## src/rtl/sdc_read_sequencer_pkg.sv

```systemverilog
// Shared types and constants for the SD-card block read sequencer:
// FSM states, SD controller register map, command words and status decoding.
package sdc_seq_pkg;

    typedef enum logic [4:0] {
        S_IDLE,
        S_W_BLKCNT,
        S_W_DMA,
        S_W_CMD,
        S_W_ARG,
        S_WAIT_CMD,
        S_R_CSTAT,
        S_C_CSTAT,
        S_WAIT_DATA,
        S_R_DSTAT,
        S_C_DSTAT,
        S_W_CMD12,
        S_W_ARG12,
        S_WAIT_CMD12,
        S_R_CSTAT12,
        S_C_CSTAT12,
        S_DONE
    } seq_state_e;

    typedef enum logic [2:0] {
        ERR_NONE     = 3'd0,
        ERR_ZERO_CNT = 3'd1,
        ERR_CMD      = 3'd2,
        ERR_DATA     = 3'd3,
        ERR_TIMEOUT  = 3'd4,
        ERR_STOP     = 3'd5
    } err_code_e;

    localparam logic [7:0] REG_ARG       = 8'h00;
    localparam logic [7:0] REG_CMD       = 8'h04;
    localparam logic [7:0] REG_CMD_STAT  = 8'h34;
    localparam logic [7:0] REG_DATA_STAT = 8'h3C;
    localparam logic [7:0] REG_BLKCNT    = 8'h48;
    localparam logic [7:0] REG_DMA_ADDR  = 8'h60;

    // Command word: index in [5:0], bit 8 = response expected, bit 9 = data phase
    localparam logic [31:0] CMD_READ_SINGLE = 32'h0000_0311;
    localparam logic [31:0] CMD_READ_MULTI  = 32'h0000_0312;
    localparam logic [31:0] CMD_STOP        = 32'h0000_010C;

    localparam logic [31:0] STAT_ERR_MASK = 32'h0000_001E;

    function automatic logic stat_has_error(input logic [31:0] stat);
        return |(stat & STAT_ERR_MASK);
    endfunction

    function automatic logic is_wait_state(input seq_state_e s);
        return (s == S_WAIT_CMD) || (s == S_WAIT_DATA) || (s == S_WAIT_CMD12);
    endfunction

endpackage

```

## src/rtl/sdc_read_sequencer_if.sv

```systemverilog
// Avalon-MM connection between the sequencer (master) and the SD controller slave port.
interface sdc_read_sequencer_if;

    logic [7:0]  address;
    logic [31:0] writedata;
    logic [31:0] readdata;
    logic [3:0]  byteenable;
    logic        write;
    logic        read;
    logic        chipselect;
    logic        waitrequest_n;

    modport master (
        output address, writedata, byteenable, write, read, chipselect,
        input  readdata, waitrequest_n
    );

    modport slave (
        input  address, writedata, byteenable, write, read, chipselect,
        output readdata, waitrequest_n
    );

endinterface

```

## src/rtl/sdc_read_sequencer_avm_port.sv

```systemverilog
// Single-access Avalon master: takes a held request from the FSM, runs one bus
// transfer through waitrequest and returns a one-cycle ack with the read data.
module sdc_seq_avm_port (
    input  logic                        clk,
    input  logic                        rst_n,
    input  logic                        req,
    input  logic                        we,
    input  logic [7:0]                  addr,
    input  logic [31:0]                 wdata,
    output logic                        ack,
    output logic [31:0]                 rdata,
    sdc_read_sequencer_if.master        bus
);

    logic        active;
    logic        we_q;
    logic [7:0]  addr_q;
    logic [31:0] wdata_q;

    // A request held across the ack cycle is not re-launched: active drops first,
    // so the strobes go low for at least one cycle between accesses.
    always_ff @(posedge clk or negedge rst_n) begin
        if (!rst_n) begin
            active  <= 1'b0;
            we_q    <= 1'b0;
            addr_q  <= '0;
            wdata_q <= '0;
        end else if (active) begin
            if (bus.waitrequest_n) begin
                active <= 1'b0;
            end
        end else if (req) begin
            active  <= 1'b1;
            we_q    <= we;
            addr_q  <= addr;
            wdata_q <= wdata;
        end
    end

    assign bus.chipselect = active;
    assign bus.write      = active & we_q;
    assign bus.read       = active & ~we_q;
    assign bus.address    = addr_q;
    assign bus.writedata  = wdata_q;
    assign bus.byteenable = 4'hF;

    assign ack   = active & bus.waitrequest_n;
    assign rdata = bus.readdata;

endmodule

```

## src/rtl/sdc_read_sequencer.sv

```systemverilog
// Reads N 512-byte blocks from the SD card into memory by programming the SD
// controller directly, waiting on its interrupts, clearing status and retrying.
module sdc_read_sequencer
    import sdc_seq_pkg::*;
#(
    parameter logic [23:0] TIMEOUT_CYC = 24'd10_000_000,
    parameter int          RETRIES     = 2
) (
    input  logic                 clk_i,
    input  logic                 rst_ni,
    input  logic                 start_i,
    input  logic [31:0]          blk_addr_i,
    input  logic [15:0]          blk_cnt_i,
    input  logic [31:0]          dst_addr_i,
    output logic                 busy_o,
    output logic                 done_o,
    output logic                 err_o,
    output logic [2:0]           err_code_o,
    input  logic                 int_cmd_i,
    input  logic                 int_data_i,
    sdc_read_sequencer_if.master avm
);

    localparam logic [23:0] TMO_LAST  = TIMEOUT_CYC - 24'd1;
    localparam logic [7:0]  RETRY_MAX = 8'(RETRIES);

    seq_state_e  state_q, state_d;
    logic [31:0] blk_addr_q;
    logic [15:0] blk_cnt_q;
    logic [31:0] dst_q;
    logic [7:0]  retry_q, retry_d;
    logic [23:0] tmo_q;
    logic        stat_err_q;
    logic [2:0]  err_code_q, err_code_d;
    logic        latch;

    logic        req;
    logic        we;
    logic [7:0]  addr;
    logic [31:0] wdata;
    logic        ack;
    logic [31:0] rdata;

    sdc_seq_avm_port u_port (
        .clk   (clk_i),
        .rst_n (rst_ni),
        .req   (req),
        .we    (we),
        .addr  (addr),
        .wdata (wdata),
        .ack   (ack),
        .rdata (rdata),
        .bus   (avm)
    );

    always_ff @(posedge clk_i or negedge rst_ni) begin
        if (!rst_ni) begin
            state_q    <= S_IDLE;
            blk_addr_q <= '0;
            blk_cnt_q  <= '0;
            dst_q      <= '0;
            retry_q    <= '0;
            tmo_q      <= '0;
            stat_err_q <= 1'b0;
            err_code_q <= ERR_NONE;
        end else begin
            state_q    <= state_d;
            retry_q    <= retry_d;
            err_code_q <= err_code_d;
            if (latch) begin
                blk_addr_q <= blk_addr_i;
                blk_cnt_q  <= blk_cnt_i;
                dst_q      <= dst_addr_i;
            end
            if (!is_wait_state(state_q)) begin
                tmo_q <= '0;
            end else if (tmo_q != '1) begin
                tmo_q <= tmo_q + 24'd1;
            end
            if (ack && (state_q == S_R_CSTAT || state_q == S_R_DSTAT || state_q == S_R_CSTAT12)) begin
                stat_err_q <= stat_has_error(rdata);
            end
        end
    end

    // Each bus state holds its request until the port acks; status errors from
    // the command or data phase restart the whole launch while retries remain.
    always_comb begin
        state_d    = state_q;
        retry_d    = retry_q;
        err_code_d = err_code_q;
        latch      = 1'b0;
        req        = 1'b0;
        we         = 1'b0;
        addr       = REG_ARG;
        wdata      = '0;

        unique case (state_q)
            S_IDLE: begin
                if (start_i) begin
                    latch   = 1'b1;
                    retry_d = '0;
                    if (blk_cnt_i == 16'd0) begin
                        state_d    = S_DONE;
                        err_code_d = ERR_ZERO_CNT;
                    end else begin
                        state_d    = S_W_BLKCNT;
                        err_code_d = ERR_NONE;
                    end
                end
            end
            S_W_BLKCNT: begin
                req   = 1'b1;
                we    = 1'b1;
                addr  = REG_BLKCNT;
                wdata = {16'h0000, blk_cnt_q - 16'd1};
                if (ack) state_d = S_W_DMA;
            end
            S_W_DMA: begin
                req   = 1'b1;
                we    = 1'b1;
                addr  = REG_DMA_ADDR;
                wdata = dst_q;
                if (ack) state_d = S_W_CMD;
            end
            S_W_CMD: begin
                req   = 1'b1;
                we    = 1'b1;
                addr  = REG_CMD;
                wdata = (blk_cnt_q == 16'd1) ? CMD_READ_SINGLE : CMD_READ_MULTI;
                if (ack) state_d = S_W_ARG;
            end
            S_W_ARG: begin
                req   = 1'b1;
                we    = 1'b1;
                addr  = REG_ARG;
                wdata = blk_addr_q;
                if (ack) state_d = S_WAIT_CMD;
            end
            S_WAIT_CMD: begin
                if (int_cmd_i) begin
                    state_d = S_R_CSTAT;
                end else if (tmo_q == TMO_LAST) begin
                    state_d    = S_DONE;
                    err_code_d = ERR_TIMEOUT;
                end
            end
            S_R_CSTAT: begin
                req  = 1'b1;
                addr = REG_CMD_STAT;
                if (ack) state_d = S_C_CSTAT;
            end
            S_C_CSTAT: begin
                req  = 1'b1;
                we   = 1'b1;
                addr = REG_CMD_STAT;
                if (ack) begin
                    if (!stat_err_q) begin
                        state_d = S_WAIT_DATA;
                    end else if (retry_q < RETRY_MAX) begin
                        retry_d = retry_q + 8'd1;
                        state_d = S_W_BLKCNT;
                    end else begin
                        state_d    = S_DONE;
                        err_code_d = ERR_CMD;
                    end
                end
            end
            S_WAIT_DATA: begin
                if (int_data_i) begin
                    state_d = S_R_DSTAT;
                end else if (tmo_q == TMO_LAST) begin
                    state_d    = S_DONE;
                    err_code_d = ERR_TIMEOUT;
                end
            end
            S_R_DSTAT: begin
                req  = 1'b1;
                addr = REG_DATA_STAT;
                if (ack) state_d = S_C_DSTAT;
            end
            S_C_DSTAT: begin
                req  = 1'b1;
                we   = 1'b1;
                addr = REG_DATA_STAT;
                if (ack) begin
                    if (stat_err_q) begin
                        if (retry_q < RETRY_MAX) begin
                            retry_d = retry_q + 8'd1;
                            state_d = S_W_BLKCNT;
                        end else begin
                            state_d    = S_DONE;
                            err_code_d = ERR_DATA;
                        end
                    end else if (blk_cnt_q != 16'd1) begin
                        state_d = S_W_CMD12;
                    end else begin
                        state_d = S_DONE;
                    end
                end
            end
            S_W_CMD12: begin
                req   = 1'b1;
                we    = 1'b1;
                addr  = REG_CMD;
                wdata = CMD_STOP;
                if (ack) state_d = S_W_ARG12;
            end
            S_W_ARG12: begin
                req  = 1'b1;
                we   = 1'b1;
                addr = REG_ARG;
                if (ack) state_d = S_WAIT_CMD12;
            end
            S_WAIT_CMD12: begin
                if (int_cmd_i) begin
                    state_d = S_R_CSTAT12;
                end else if (tmo_q == TMO_LAST) begin
                    state_d    = S_DONE;
                    err_code_d = ERR_TIMEOUT;
                end
            end
            S_R_CSTAT12: begin
                req  = 1'b1;
                addr = REG_CMD_STAT;
                if (ack) state_d = S_C_CSTAT12;
            end
            S_C_CSTAT12: begin
                req  = 1'b1;
                we   = 1'b1;
                addr = REG_CMD_STAT;
                if (ack) begin
                    state_d = S_DONE;
                    if (stat_err_q) err_code_d = ERR_STOP;
                end
            end
            S_DONE: begin
                state_d = S_IDLE;
            end
            default: begin
                state_d = S_IDLE;
            end
        endcase
    end

    assign busy_o     = (state_q != S_IDLE) && (state_q != S_DONE);
    assign done_o     = (state_q == S_DONE);
    assign err_code_o = err_code_q;
    assign err_o      = (err_code_q != ERR_NONE);

endmodule

```

## src/flat_wrapper.sv

```systemverilog
// flat-port wrapper written by rule: the top's interface ports become plain ports
module sdc_read_sequencer_flat import sdc_seq_pkg::*;
#(
    parameter logic [23:0] TIMEOUT_CYC = 24'd10_000_000,
    parameter int          RETRIES     = 2
)
  (clk_i, rst_ni, start_i, blk_addr_i, blk_cnt_i, dst_addr_i, busy_o, done_o, err_o, err_code_o, int_cmd_i, int_data_i, avm_address, avm_writedata, avm_byteenable, avm_write, avm_read, avm_chipselect, avm_readdata, avm_waitrequest_n);
  sdc_read_sequencer_if avm_i ();
  input  logic clk_i;
  input  logic rst_ni;
  input  logic start_i;
  input  logic [31:0] blk_addr_i;
  input  logic [15:0] blk_cnt_i;
  input  logic [31:0] dst_addr_i;
  output logic busy_o;
  output logic done_o;
  output logic err_o;
  output logic [2:0] err_code_o;
  input  logic int_cmd_i;
  input  logic int_data_i;
  output wire logic [$bits(avm_i.address)-1:0] avm_address;
  output wire logic [$bits(avm_i.writedata)-1:0] avm_writedata;
  output wire logic [$bits(avm_i.byteenable)-1:0] avm_byteenable;
  output wire logic [$bits(avm_i.write)-1:0] avm_write;
  output wire logic [$bits(avm_i.read)-1:0] avm_read;
  output wire logic [$bits(avm_i.chipselect)-1:0] avm_chipselect;
  input wire logic [$bits(avm_i.readdata)-1:0] avm_readdata;
  input wire logic [$bits(avm_i.waitrequest_n)-1:0] avm_waitrequest_n;
  assign avm_address = avm_i.address;
  assign avm_writedata = avm_i.writedata;
  assign avm_byteenable = avm_i.byteenable;
  assign avm_write = avm_i.write;
  assign avm_read = avm_i.read;
  assign avm_chipselect = avm_i.chipselect;
  assign avm_i.readdata = avm_readdata;
  assign avm_i.waitrequest_n = avm_waitrequest_n;
  sdc_read_sequencer #(.TIMEOUT_CYC(TIMEOUT_CYC), .RETRIES(RETRIES)) u_core (.clk_i(clk_i), .rst_ni(rst_ni), .start_i(start_i), .blk_addr_i(blk_addr_i), .blk_cnt_i(blk_cnt_i), .dst_addr_i(dst_addr_i), .busy_o(busy_o), .done_o(done_o), .err_o(err_o), .err_code_o(err_code_o), .int_cmd_i(int_cmd_i), .int_data_i(int_data_i), .avm(avm_i));
endmodule
```

## config.mk

```make
export PLATFORM = sky130hd
export DESIGN_NAME = sdc_read_sequencer_flat
export DESIGN_NICKNAME = d
export VERILOG_FILES = /design/src/rtl/sdc_read_sequencer_pkg.sv /design/src/rtl/sdc_read_sequencer_if.sv /design/src/rtl/sdc_read_sequencer_avm_port.sv /design/src/rtl/sdc_read_sequencer.sv /design/src/flat_wrapper.sv
export SDC_FILE = /design/constraint.sdc
export NUM_CORES = 1
export LEC_CHECK = 0
export CAP_MARGIN = 20
export CELL_PAD_IN_SITES_DETAIL_PLACEMENT = 1
export CELL_PAD_IN_SITES_GLOBAL_PLACEMENT = 2
export CORE_ASPECT_RATIO = 0.8
export CORE_MARGIN = 10
export CORE_UTILIZATION = 30
export DETAILED_ROUTE_END_ITERATION = 8
export PLACE_DENSITY_LB_ADDON = 0.2
export SLEW_MARGIN = 20
export SYNTH_ARGS = -nofsm -noshare
export SYNTH_HDL_FRONTEND = slang
export SYNTH_SLANG_ARGS = --single-unit
```

## constraint.sdc

```tcl
create_clock -name clk_i -period 3.1 [get_ports clk_i]
set_input_delay 0.62 -clock clk_i [delete_from_list [all_inputs] [get_ports clk_i]]
set_output_delay 0.62 -clock clk_i [all_outputs]
set_load 0.01 [all_outputs]
```

==> summary.txt <==
Logic synthesis
  • Synth unique cells: 67
  • Register area share after synthesis: 51.3%
  • Main combinational cell family by area after synthesis: simple AND/OR/NAND/NOR gates
  • Post-synth top area cell: dfrtp_1
  • Adder-cell share of the synthesized area: 0.642%
  • XOR/XNOR share of the synthesized area: 2.92%
  • Simple-Gate Fraction of Synth Area: 27.0%
  • Number of enable flip-flop cells after synthesis: 0
  • Synth Flop Type: dfrtp_1
  • Multiplexer area fraction after synthesis: 0.834%
  • Count leader, synth: nand2_1
  • Warning count from the yosys run: 0
  • Cells after Synth: 883
  • Synth top cells by count: nand2_1 (303), dfrtp_1 (160), o21ai_0 (53)
  • Register bit total from synthesis: 160
  • Synth top area share: 51.3%
  • Post-synthesis cell area: 7800 um2
  • Synth top area cells: dfrtp_1 (51%), nand2_1 (15%), o21ai_0 (3.4%), clkbuf_1 (1.9%), nor2_1 (1.8%)
  • Syn Area/Cell: 8.83 um2
  • FFs w/ async S/R, synth: 100%
  • Compound-Gate Fraction of Synth Area: 13.4%

Setup path
  • Crit-path cells: nor2_1 > and3_1 > clkdlybuf4s50_1
  • Worst path max stage delay: 0.57 ns
  • Critical path endpoint category: primary output
  • Master of the slowest instance on the critical path: dfrtp_1
  • Startpoint Class: flip-flop
  • CP arrival: 2.14 ns
  • Setup CP Type: reg2out
  • Worst path required time: 2.48 ns
  • Critical-path maximum fanout: 16

Hold path
  • Hold/Removal Path Class: in2async

Place
  • Dpl hpwl: 18,200 um
  • DP Area: 9610 um2
  • GPL Wtd Cong: 0.802
  • Placed Cells: 1,343
  • IO Port Bufs: 135

Floorplan
  • Core ar.: 25,400 um2
  • Number of I/O pins: 171
  • Row cnt: 52
  • Die area: 32,900 um2
  • Die height: 164 um
  • Starting density of the core: 30.7%
  • Die W: 200 um

Final layout
  • Final cell area excluding filler cells: 10,200 um2
  • Fin util: 40.1%
  • Seq. cell area: 4000 um2
  • Layout cell share with drive strength beyond 1: 8.20%
  • Post-Layout Cell Count: 1,375
  • Area grow syn2layout: 30.8%
  • Multi-input gate area in the final layout: 3540 um2
  • # nets final: 1,133
  • Antenna diodes: 0
  • # fillers: 2,906

STA
  • Setup Viol. Count Final: 0
  • Fmax: 0.362 GHz
  • Min Clock Period, post-route: 2.76 ns
  • Worst Clk Skew: 0.0198 ns
  • Setup TNS Final: 0 ns
  • Fin crit share: 89.1%
  • Max-Slew Margin vs Limit: 34.1%
  • Worst Tran Pin Value: 0.985 ns
  • Hold Vio Cnt, Final: 0
  • RSZ-0062 raised after global routing: false
  • Slew Viols, Final: 0

Clock network
  • # resized after CTS: 0
  • CTS buffer count: 17
  • Clock root cell: clkbuf_16
  • TritonCTS clock tree: yes
  • Clk slew on worst S/H paths: 0.08 ns
  • CTS sink cnt: 160
  • Post-CTS setup repair buffer count: 0
  • Hold-fix buffers, CTS: 0
  • H-Tree Depth: 4
  • Worst skew pair latency: 0.44 ns
  • CTS max path bufs: 2

Drt
  • Total wire length: 25,900 um
  • Routed vias: 6,742
  • ANT nets after route: 0
  • Pre-antenna DRT Iters: 6
  • DRC violations left: 0
  • Post-DR wirelength/cell: 18.8 um
  • Iteration-0 DRC count of the detailed router: 319
  • Post-DR vias/cell: 4.90

Global route
  • Antenna violations before repair: 0
  • Number of global-route vias before repair: 7,071
  • Gr usage total: 15.8%
  • First-pass GRT wire length: 41,400 um
  • Largest net degree at the start of global routing: 60
  • Gr ovfl total: 0

Power and ir drop
  • Pwr dens: 891 nW/um2
  • Peak supply drop: 0.369 mV
  • Static leakage: 4.50 nW

Outcome
  • Outcome: finished, final reports clean

Flow run
  • Maxcap violations: 0
==> where the power goes <==
part / switching [mW] / internal, mW
Clock: 1.03 / 1.11
Combinational: 2.03 / 1.48
Sequential: 0.587 / 2.85
==> per-layer routing <==
layer,global-route usage [%],vias up,wire [um]
li1,-,3284,-
met1,22.7,3324,13300
met2,23.4,122,11100
met3,4.25,12,1280
met4,2.99,0,171
met5,0,-,0
==> cell type report <==
cell class              count  share of cell area, %
clock buffers              18                   4.30
clock inverters            14                   1.52
inverters                  12                  0.441
multi-input cells         661                   34.7
flip-flops and latches    160                   39.2
well taps                 351                   4.30
repair buffers            159                   15.5
==> registers in the layout (all words and copies together) (netlist names), 3 cells and up <==
| signal | flops |
|---|---|
| u_core.retry_q | 8 |
| u_core.tmo_q | 24 |
| u_core.blk_addr_q | 32 |
| u_core.dst_q | 32 |
| u_core.state_q | 5 |
| u_core.u_port.bus.address | 5 |
| u_core.err_code_o | 3 |
| u_core.u_port.bus.writedata | 32 |
| u_core.blk_cnt_q | 16 |
==> cell usage in the layout (no fill, tap or decap), types with 4 or more instances in the layout <==
cell,count
nand2_1,302
dfrtp_1,160
clkdlybuf4s50_1,134
o21ai_0,52
nor2_1,38
a21oi_1,23
buf_4,20
a22oi_1,18
clkbuf_16,17
nor3_1,15
xor2_1,14
nor4_1,13
nand3_1,13
inv_1,12
xnor2_1,12
or3_1,10
and3_1,10
nand4_1,7
a222oi_1,7
o211ai_1,7
conb_1,7
inv_8,7
nand2b_1,6
nand3b_1,6
a31oi_1,6
nor4b_1,5
a22o_1,5
or4_1,5
a221oi_1,5
o31ai_1,5
nor2b_1,4
a221o_1,4
mux2_2,4
ha_1,4
buf_12,4
==> per-stage QoR <==
| stage | hold slack (ns) | power (mW) | worst slack [ns] |
|---|---|---|---|
| after detailed placement | 0.464 | 7.01 | 0.344 |
| after global placement | 0.452 | 6.96 | 0.359 |
| after CTS | 0.185 | 9.21 | 0.299 |
| after global routing | 0.193 | 9.80 | 0.191 |
| after floorplan | 0.324 | 5.34 | 0.833 |
| final | 0.159 | 9.09 | 0.337 |
==> cell families (layout without fill, tap and decap cells) <==
family | after synthesis | count (layout)
and+or+nand+nor | 462 | 462
buffers and inverters | 67 | 203
DFF | 160 | 160
AOI/OAI and AO/OA | 156 | 156
other | 2 | 7
muxes | 6 | 6
xor gates and xnor gates | 26 | 26
adders and majority gates | 4 | 4
==> final timing paths <==
| kind | from | to | slack (ns) | depth (start not counted) |
|---|---|---|---|---|
| setup / recovery | u_core.state_q[0] | done_o | 0.34 | 3 |
| hold / removal | rst_ni | u_core.tmo_q[0] | 0.16 | 1 |
| setup reg to reg | u_core.tmo_q[14] | u_core.err_code_o[0] | 0.60 | 5 |
| hold reg to reg | u_core.u_port.bus.writedata[10] | u_core.u_port.bus.writedata[10] | 0.48 | 2 |
| max in group asynchronous | rst_ni | u_core.u_port.bus.writedata[24] | 2.09 | 3 |
| min in group clk_i | u_core.u_port.bus.writedata[10] | u_core.u_port.bus.writedata[10] | 0.48 | 2 |
==> critical path, delay by kind of cell (launching register included) <==
family | cells | cell delay [ns]
simple gates | 2 | 0.61
flops | 1 | 0.57
buf+inv | 1 | 0.54
No activity file was read; power rests on OpenSTA's default activity.
